==> src/rtl/pool_engine_mc.sv <==
// Multi-channel K x K pooling engine: streams window samples from a read memory,
// folds them into one accumulator and writes one pooled result per window.
module pool_engine_mc #(
  parameter int DW     = 8,
  parameter int IMG_W  = 7,
  parameter int IMG_H  = 7,
  parameter int K      = 3,
  parameter int STRIDE = 2,
  parameter int CH     = 1,
  parameter int RD_LAT = 1,
  parameter int AW     = 16
) (
  input  logic          i_clk,
  input  logic          i_rst,
  input  logic          i_start,
  input  logic [1:0]    i_mode,
  output logic          o_busy,
  output logic          o_done,
  output logic          o_rd_en,
  output logic [AW-1:0] o_rd_addr,
  input  logic [DW-1:0] i_rd_data,
  output logic          o_wr_en,
  output logic [AW-1:0] o_wr_addr,
  output logic [DW-1:0] o_wr_data,
  output logic [2:0]    o_state_dbg
);
  localparam int OUT_W = (IMG_W - K) / STRIDE + 1;
  localparam int OUT_H = (IMG_H - K) / STRIDE + 1;
  localparam int ACW   = DW + $clog2(K * K + 1);

  localparam logic [AW-1:0] A_ONE    = AW'(1);
  localparam logic [AW-1:0] A_KM1    = AW'(K - 1);
  localparam logic [AW-1:0] A_OWM1   = AW'(OUT_W - 1);
  localparam logic [AW-1:0] A_OHM1   = AW'(OUT_H - 1);
  localparam logic [AW-1:0] A_CHM1   = AW'(CH - 1);
  localparam logic [AW-1:0] A_STR    = AW'(STRIDE);
  localparam logic [AW-1:0] A_IW     = AW'(IMG_W);
  localparam logic [AW-1:0] A_OW     = AW'(OUT_W);
  localparam logic [AW-1:0] A_PLANE  = AW'(IMG_W * IMG_H);
  localparam logic [AW-1:0] A_OPLANE = AW'(OUT_W * OUT_H);
  localparam logic [7:0]    WAIT_LAST = 8'((RD_LAT > 1) ? RD_LAT - 2 : 0);
  localparam logic [ACW-1:0] C_KK  = ACW'(K * K);
  localparam logic [ACW-1:0] C_SAT = ACW'((1 << DW) - 1);

  typedef enum logic [2:0] {
    S_IDLE = 3'd0,
    S_RD   = 3'd1,
    S_WAIT = 3'd2,
    S_ACC  = 3'd3,
    S_WR   = 3'd4,
    S_DONE = 3'd5
  } state_t;

  state_t         r_state, w_next;
  logic [1:0]     r_mode;
  logic [AW-1:0]  r_kx, r_ky, r_ox, r_oy, r_c;
  logic [7:0]     r_wait;
  logic [ACW-1:0] r_acc;

  logic           w_first, w_last_sample, w_last_win;
  logic [ACW-1:0] w_samp;
  logic [AW-1:0]  w_rd_addr, w_wr_addr;
  logic [DW-1:0]  w_result;

  assign w_first       = (r_kx == '0) && (r_ky == '0);
  assign w_last_sample = (r_kx == A_KM1) && (r_ky == A_KM1);
  assign w_last_win    = (r_ox == A_OWM1) && (r_oy == A_OHM1) && (r_c == A_CHM1);
  assign w_samp        = ACW'(i_rd_data);
  assign w_rd_addr     = r_c * A_PLANE + (r_oy * A_STR + r_ky) * A_IW + r_ox * A_STR + r_kx;
  assign w_wr_addr     = r_c * A_OPLANE + r_oy * A_OW + r_ox;

  always_comb begin
    w_result = '0;
    case (r_mode)
      2'd2:    w_result = DW'(r_acc / C_KK);
      2'd3:    w_result = (r_acc > C_SAT) ? DW'(C_SAT) : DW'(r_acc);
      default: w_result = DW'(r_acc);
    endcase
  end

  // Address/data buses are gated so they read zero whenever their strobe is low.
  assign o_rd_addr   = o_rd_en ? w_rd_addr : '0;
  assign o_wr_addr   = o_wr_en ? w_wr_addr : '0;
  assign o_wr_data   = o_wr_en ? w_result : '0;
  assign o_state_dbg = r_state;

  always_ff @(posedge i_clk) begin
    if (i_rst) r_state <= S_IDLE;
    else       r_state <= w_next;
  end

  always_comb begin
    w_next  = r_state;
    o_busy  = 1'b0;
    o_done  = 1'b0;
    o_rd_en = 1'b0;
    o_wr_en = 1'b0;
    case (r_state)
      S_IDLE: if (i_start) w_next = S_RD;
      S_RD: begin
        o_busy  = 1'b1;
        o_rd_en = 1'b1;
        w_next  = (RD_LAT > 1) ? S_WAIT : S_ACC;
      end
      S_WAIT: begin
        o_busy = 1'b1;
        if (r_wait == WAIT_LAST) w_next = S_ACC;
      end
      S_ACC: begin
        o_busy = 1'b1;
        w_next = w_last_sample ? S_WR : S_RD;
      end
      S_WR: begin
        o_busy  = 1'b1;
        o_wr_en = 1'b1;
        w_next  = w_last_win ? S_DONE : S_RD;
      end
      S_DONE: begin
        o_done = 1'b1;
        w_next = S_IDLE;
      end
      default: w_next = S_IDLE;
    endcase
  end

  always_ff @(posedge i_clk) begin
    if (i_rst) begin
      r_mode <= '0;
      r_kx   <= '0;
      r_ky   <= '0;
      r_ox   <= '0;
      r_oy   <= '0;
      r_c    <= '0;
      r_wait <= '0;
      r_acc  <= '0;
    end else begin
      case (r_state)
        S_IDLE: if (i_start) begin
          r_mode <= i_mode;
          r_kx   <= '0;
          r_ky   <= '0;
          r_ox   <= '0;
          r_oy   <= '0;
          r_c    <= '0;
          r_acc  <= '0;
        end
        S_RD:   r_wait <= '0;
        S_WAIT: r_wait <= r_wait + 8'd1;
        S_ACC: begin
          if (w_first) r_acc <= w_samp;
          else begin
            case (r_mode)
              2'd0:    if (w_samp > r_acc) r_acc <= w_samp;
              2'd1:    if (w_samp < r_acc) r_acc <= w_samp;
              default: r_acc <= r_acc + w_samp;
            endcase
          end
          // kx/ky wrap back to zero after the last sample, ready for the next window.
          if (r_kx == A_KM1) begin
            r_kx <= '0;
            r_ky <= (r_ky == A_KM1) ? '0 : r_ky + A_ONE;
          end else begin
            r_kx <= r_kx + A_ONE;
          end
        end
        S_WR: begin
          if (r_ox == A_OWM1) begin
            r_ox <= '0;
            if (r_oy == A_OHM1) begin
              r_oy <= '0;
              r_c  <= (r_c == A_CHM1) ? '0 : r_c + A_ONE;
            end else begin
              r_oy <= r_oy + A_ONE;
            end
          end else begin
            r_ox <= r_ox + A_ONE;
          end
        end
        default: ;
      endcase
    end
  end
endmodule

==> config.mk <==
export PLATFORM = sky130hd
export DESIGN_NAME = pool_engine_mc
export DESIGN_NICKNAME = d
export VERILOG_FILES = /design/src/rtl/pool_engine_mc.sv
export SDC_FILE = /design/constraint.sdc
export NUM_CORES = 1
export LEC_CHECK = 0
export CAP_MARGIN = 20
export CORE_MARGIN = 8
export CORE_UTILIZATION = 45
export DETAILED_ROUTE_END_ITERATION = 16
export PLACE_DENSITY = 0.73
export SLEW_MARGIN = 10
export SYNTH_ARGS = -nofsm -noshare
export SYNTH_HDL_FRONTEND = slang
export SYNTH_SLANG_ARGS = --single-unit
==> constraint.sdc <==
create_clock -name i_clk -period 20.7 [get_ports i_clk]
set_clock_uncertainty 0.15 [all_clocks]
set_input_delay 4.14 -clock i_clk [delete_from_list [all_inputs] [get_ports i_clk]]
set_output_delay 4.14 -clock i_clk [all_outputs]
set_load 0.02 [all_outputs]
**Word level (Yosys, flattened, before mapping)**

Index checks and enable logic that the tools add are counted.

- Muxes and demuxes: 36
- Reductions and logical operators: 22
- Multipliers: 4
- $lt $le $gt $ge: 3
- Div/mod/pow operators: 1
- Equal/unequal tests: 19
- Add/sub/neg operators: 13

Operators with widths:

| operator | number |
|---|---|
| 2-to-1 mux 16 bit | 12 |
| one-hot mux 16 bit (2 select lines) | 5 |
| adder 16 bit | 6 |
| adder 16 x 1 -> 16 bit (second input constant) | 5 |
| equality test 16 x 2 -> 1 bit (second input constant) | 4 |
| logical NOT 16 bit | 3 |
| 2-to-1 mux 12 bit | 4 |
| one-hot mux 12 bit (2 select lines) | 2 |
| one-hot mux 8 bit (2 select lines) | 2 |
| multiplier 16 x 2 -> 16 bit (second input constant) | 1 |
| multiplier 16 x 3 -> 16 bit (second input constant) | 1 |
| multiplier 16 x 4 -> 16 bit (second input constant) | 1 |
| multiplier 16 x 6 -> 16 bit (second input constant) | 1 |
| 2-to-1 mux 8 bit | 2 |
| one-hot mux 3 bit (5 select lines) | 1 |
| adder 12 x 8 -> 12 bit | 1 |
| divider 12 x 4 -> 12 bit (second input constant) | 1 |
| greater-than comparator 12 x 8 -> 1 bit (second input constant) | 1 |
| greater-than comparator 8 x 12 -> 1 bit | 1 |
| less-than comparator 8 x 12 -> 1 bit | 1 |
| 2-to-1 mux 3 bit | 4 |
| != test 2 bit (second input constant) | 5 |
| adder 8 x 1 -> 8 bit (second input constant) | 1 |
| logical NOT 8 bit | 1 |
| 15 further kinds | 32 |

- Register bits after elaboration: 105

**Longest topological paths before layout**

Gate-level depths: netlist (run 1).

- Word-level depth: 6
- Depth in mapped cells: 26
- Mapped depth without buffers: 26

**Least setup slack after synthesis (run 1)**

Ideal clock, no wire load.

- Path kind: register -> output
- Start: register r_ky[1]
- End: output o_rd_addr[15]
- Arrival time: 7.039 ns
- Path slack: 9.371 ns
- Required time: 16.410 ns
- Stages on the path, launching flop included: 26
- Path buffers: 0
- Path through: dfxtp_1 -> ha_1 -> fa_1 -> a21o_1 -> a21oi_1 -> o21bai_1 -> a21oi_1 -> o21bai_1 -> a21oi_1 -> xnor2_1 -> inv_1 -> fa_1 -> inv_1 -> fa_1 -> fa_1 -> fa_1 -> fa_1 -> ha_1 -> nor2b_1 -> o21a_1 -> or4_1 -> a31o_2 -> a21oi_1 -> xnor3_1 -> xor2_1 -> nor2_1

- Cells in the longest elaborated chain, start to end: 6

Ends and longest elaborated chain:

| what | RTL line | text |
|---|---|---|
| start: declaration | 56 | `logic [AW-1:0] r_kx, r_ky, r_ox, r_oy, r_c;` |
| start signal: assignment | 161 | `r_ky <= (r_ky == A_KM1) ? '0 : r_ky + A_ONE;` |
| adder 16 bit | 69 | `assign w_rd_addr = r_c * A_PLANE + (r_oy * A_STR + r_ky) * A_IW + r_ox * A_STR + r_kx;` |
| multiplier 16 x 3 -> 16 bit | 69 |  |
| adder 16 bit (3 in a row) | 69 |  |
| 2-to-1 mux 16 bit | 82 | `assign o_rd_addr = o_rd_en ? w_rd_addr : '0;` |
| end: declaration | 20 | `output logic [AW-1:0] o_rd_addr,` |

No other way between the ends.

**Final worst setup path (run 1)**

Same ends and word-level chain as after synthesis.

==> results of run 1 <==
## layout make-up
type	count	area, um2	share of cell area, %
clock buffers	10	229	1.67
well taps	378	473	3.45
multi-input cells	1156	9440	69.0
inverters	209	785	5.73
clock inverters	6	51.3	0.375
flip-flops and latches	105	2100	15.4
repair buffers	62	608	4.44
## path summary, 6_finish.rpt
kind              slack (ns)  depth (start not counted)                endpoint                         from
setup reg to reg       16.53                         11    r_c[15]$_SDFFE_PP0P_  o_state_dbg[1]$_SDFFE_PP0P_
hold reg to reg         0.34                          2  r_mode[0]$_SDFFE_PP0P_       r_mode[0]$_SDFFE_PP0P_
hold / removal          0.34                          2  r_mode[0]$_SDFFE_PP0P_       r_mode[0]$_SDFFE_PP0P_
setup / recovery        8.16                         26           o_rd_addr[15]         r_ky[1]$_SDFFE_PP0P_
## metal layers
layer | wire length (um) | global-route usage [%]
met3 | 1650 | 2.55
met1 | 13300 | 22.8
met5 | 0 | 0
met2 | 15500 | 33.3
met4 | 826 | 6.34
## sequential cells by signal, summed over array words and instances, names as in the netlist
name         flops
r_wait           8
r_oy            16
r_ox            16
r_ky            16
r_c             16
o_state_dbg      3
r_acc           12
r_kx            16
r_mode           2
## cell families (layout without fill, tap and decap cells)
family / after synthesis / in the layout
compound gates: 317 / 317
xor+xnor: 106 / 106
fa+ha+maj: 262 / 262
buf+inv: 262 / 287
flops: 105 / 105
mux: 8 / 8
simple gates: 463 / 463
## worst max-delay path, delay by kind of cell, from the launching register on
family                     cells  cell delay (ns)
adders and majority gates      8             3.58
DFF                            1             0.38
and+or+nand+nor                3             0.70
AOI/OAI and AO/OA              9             1.64
xor gates and xnor gates       3             0.78
buffers and inverters          3             0.82
## synthesized netlist by cell type (all sizes together), types with 4 or more instances
library cell / number
mux2: 4
mux2i: 4
nor2b: 20
a21o: 10
nand4: 18
o31ai: 7
nand2: 86
and3: 21
a311oi: 19
nand3: 33
a21oi: 107
a31oi: 16
and2: 10
a31o: 4
o2bb2ai: 4
nor4: 16
nand2b: 11
dfxtp: 105
a21boi: 4
buf: 14
xnor2: 80
clkbuf: 39
or3: 4
nor2: 196
a211oi: 8
inv: 208
xor2: 25
or4: 4
ha: 149
or2: 5
o21a: 6
a2111oi: 4
a22oi: 7
nor3: 18
o21bai: 20
fa: 113
o21ai: 68
## through the flow
step | util, % | setup WS [ns] | instance area [um2] | power, mW | hold WS [ns]
after CTS | 49.5 | 8.11 | 13700 | 0.480 | 0.342
after global placement | 48.5 | 8.64 | 13400 | 0.308 | 0.328
final | 49.5 | 8.16 | 13700 | 0.477 | 0.344
after detailed placement | 48.5 | 8.55 | 13400 | 0.309 | 0.332
after global routing | 49.5 | 7.72 | 13700 | 0.500 | 0.360
after floorplan | - | 9.37 | 12600 | 0.282 | 0.313
## power breakdown
| part | internal, mW | switching, mW |
|---|---|---|
| combinational | 0.0345 | 0.0590 |
| sequential | 0.204 | 0.00751 |
| clock | 0.0837 | 0.0883 |
| total | 0.323 | 0.155 |
==> flow_summary.toml, run 1 <==
[setup_path]
cpMaxStageDelayCell = "clkdlybuf4s50_1"
cpMostUsedCell = "fa_1"
crit_required_ns = 16.41
startpoint_type = "flop"
arrival_ns = 8.25
worst_setup_path_end_kind = "output port"
worst-path-max-fanout = 7
slowest_delay_ns = 0.61
critPathKind = "flop to output port"

[yosys]
ys_types = 93
synth-adder-area-share_pct = 32.8
ys_ff_latch = 105
avgSynthCellArea_um2 = 8.25
synth.largest_area_cell = "fa_1"
synth_xor_area_share_pct = 7.50
ys_warn_count = 0
synthCells = 1523
synth_top_family_by_area = "adder cells"
synth_edf_count = 0
synthMuxAreaShare_pct = 0.707
synth.top_cell.area_share_pct = 18.0
synth.area.top_cells = "fa_1, dfxtp_1, ha_1, inv_1, nor2_1"
synth_compound_area_share_pct = 16.5
ys.flop_type = "dfxtp_1"
async_flop_share_pct = 0
yosysSeqAreaShare_pct = 16.7
syn_area_mm2 = 0.0126
yosys.area_share.simple_pct = 17.6
syn_nets = 1798

[routing]
first_pass_iters = 5
drcViolationCount = 0
wl_per_cell_um = 16.2
wl_mm = 31.3
vias = 10600
antenna_left = 0
drt_iter0_drc = 685
viasPerCell = 5.48

[cells_and_area]
area_delta_synth_final_pct = 8.95
layout.cells.non_filler = 1926
most-common-layout-cells = "inv_1, nor2_1, ha_1"
n_fill_cell = 2689
nNetsFinal = 1818
drive_gt1_share_pct = 3.10
mostFrequentLayoutCell = "inv_1"
n_antenna_cell = 0

[place]
place_hpwl_mm = 24.8
placed_cells_incl_taps = 1910
portBuffers = 59
gp_congestion = 0.912

[timing]
setup_viol = 0
fin_crit_ns = 12.54
slew_headroom_pct = 27.8
finalHoldViolCount = 0
fmax_mhz = 79.7
timing.final.crit_share_pct = 60.6
worst_pin_slew_ns = 1.08
rsz0062_at_grt = "false"
drv_slew = 0
tns_ns = 0

[floorplanning]
die_area_mm2 = 0.0335
die_y_um = 183
io_pins = 60
rows = 61
initial_core_util_pct = 45.5
die_x_um = 183
core-area_mm2 = 0.0276

[cts]
tritoncts.num_buffers = 9
cts_hold_buf = 0
cts_setup_buffers = 0
cts_tree = "built"
clk_pin_slew_ns = 0.08
insertion_delay_ns = 0.36
cts.sinks = 105
cts_repair_resize_count = 0
cts_buffer_depth = 2
htreeDepth = 3
root_buffer = "clkbuf_16"

[global_route]
grt_overflow = 0
grtUsageTotal_pct = 18.7
grt_max_degree = 64
grt_pass1_wl_mm = 51.0
grt_pass1_vias = 10200
antenna_found_initial = 0

[run]
cap_violations = 0

[min_path]
hold_class = "flop to flop"

[power_and_ir_drop]
p_leak_nw = 6.01
peakVddDrop_mv = 0.0395
powerDensity_mw_per_mm2 = 34.9

[run_status]
status = "finished clean"
Power figures use the tool's default switching activity.
==> inputs of run 2 (changes only) <==
- clock period: 20.7 -> 11.9 ns (I/O delays scaled with it)
==> run 2 against run 1 <==
  * Non-clock buffer count is the same
  * Via count rose by 1.5%
  * Utilization about the same
  * Die area unchanged
  * Clock power up 70%
  * Power rose by 73%
  * Cell area is essentially flat
  * Critical path depth is the same
  * Sequential power is 74% higher
  * Register-to-register slack lost 8.8 ns
  * Sequential cell count unchanged
  * Global-route usage increased by 0.37 points
==> flow_summary.toml, run 2 (synthesis gave the netlist of run 1 again) <==
[floorplanning]
die_x_um = 183
die_y_um = 183
core-area_mm2 = 0.0276
die_area_mm2 = 0.0335
rows = 61
io_pins = 60
initial_core_util_pct = 45.5

[routing]
drcViolationCount = 0
routed-wl-met2_mm = 15.9
routed.top_layer = "met4"
drt_iter0_drc = 692
vias = 10700
wl_mm = 31.8
first_pass_iters = 5
antenna_left = 0
viasPerCell = 5.57
wl_met3_mm = 1.46
wl_per_cell_um = 16.5
m1WireLength_mm = 13.6

[power_and_ir_drop]
peakVddDrop_mv = 0.0661
powerDensity_mw_per_mm2 = 60.3
p_leak_nw = 6.02
finalPower_uw = 825

[cells_and_area]
mostFrequentLayoutCell = "inv_1"
area_delta_synth_final_pct = 8.86
layout.cells.non_filler = 1925
nNetsFinal = 1818
drive_gt1_share_pct = 3.10
n_antenna_cell = 0
most-common-layout-cells = "inv_1, nor2_1, ha_1"

[timing]
fmax_mhz = 93.0
worst_pin_slew_ns = 1.08
setup_viol = 0
tns_ns = 0
drv_slew = 0
rsz0062_at_grt = "false"
fin_crit_ns = 10.75
timing.final.crit_share_pct = 90.4
finalHoldViolCount = 0
slew_headroom_pct = 28.1

[setup_path]
cpMostUsedCell = "fa_1"
cpMaxStageDelayCell = "clkdlybuf4s50_1"
crit_required_ns = 9.37
arrival_ns = 8.22
slowest_delay_ns = 0.62
worst-path-max-fanout = 7
critPathKind = "flop to output port"
startpoint_type = "flop"
worst_setup_path_end_kind = "output port"

[cts]
insertion_delay_ns = 0.36
cts_setup_buffers = 0
cts.sinks = 105
cts_tree = "built"
tritoncts.num_buffers = 9
root_buffer = "clkbuf_16"
cts_buffer_depth = 2
clk_pin_slew_ns = 0.07
cts_repair_resize_count = 0
cts_hold_buf = 0
htreeDepth = 3

[run]
cap_violations = 0

[global_route]
grt_pass1_wl_mm = 52.3
grt_overflow = 0
grt_pass1_vias = 10400
grt_max_degree = 64
antenna_found_initial = 0
grtUsageTotal_pct = 19.1

[min_path]
hold_class = "flop to flop"

[place]
placed_cells_incl_taps = 1910
gp_congestion = 0.909
portBuffers = 59
place_hpwl_mm = 25.2

[run_status]
status = "finished clean"
run 2: report_power, final:
group          switching [mW]  internal (mW)
registers              0.0132          0.356
logic                   0.104         0.0604
clock network           0.150          0.142
run 2: area by class of cell:
| cell class | count | area [um2] |
|---|---|---|
| fillers | 2694 | 14000 |
| multi-input cells | 1156 | 9440 |
| flip-flops and latches | 105 | 2100 |
| inverters | 209 | 785 |
| repair buffers | 62 | 608 |
| well taps | 378 | 473 |
| clock buffers | 9 | 225 |
| clock inverters | 6 | 43.8 |
run 2: layer usage:
metal | vias up | track usage, %
met4 | 0 | 5.82
met3 | 49 | 2.65
met5 | - | 0
met2 | 258 | 33.9
li1 | 5176 | -
met1 | 5239 | 23.6
run 2: metrics by stage:
step                utilization (%)  cell area (um2)  worst slack, ns  hold slack [ns]
floorplan                         -            12600             2.33            0.313
global placement               48.5            13400             1.60            0.328
detailed placement             48.5            13400             1.54            0.332
CTS                            49.5            13700             1.13            0.351
global route                   49.5            13700            0.743            0.382
finish                         49.5            13700             1.15            0.358
run 2: worst max-delay path, delay by kind of cell (launching register included):
family	cells	cell delay [ns]
fa+ha+maj	8	3.58
flops	1	0.38
xor+xnor	3	0.77
buf+inv	3	0.83
compound gates	9	1.62
simple gates	3	0.71
run 2: final timing paths:
kind,depth (start not counted),slack (ns),endpoint,start
worst min register to register,2,0.36,r_mode[0]$_SDFFE_PP0P_,r_mode[0]$_SDFFE_PP0P_
worst max register to register,11,7.69,r_c[15]$_SDFFE_PP0P_,o_state_dbg[0]$_SDFFE_PP0P_
worst max-delay path,26,1.15,o_rd_addr[15],r_ky[1]$_SDFFE_PP0P_
worst min-delay path,2,0.36,r_mode[0]$_SDFFE_PP0P_,r_mode[0]$_SDFFE_PP0P_
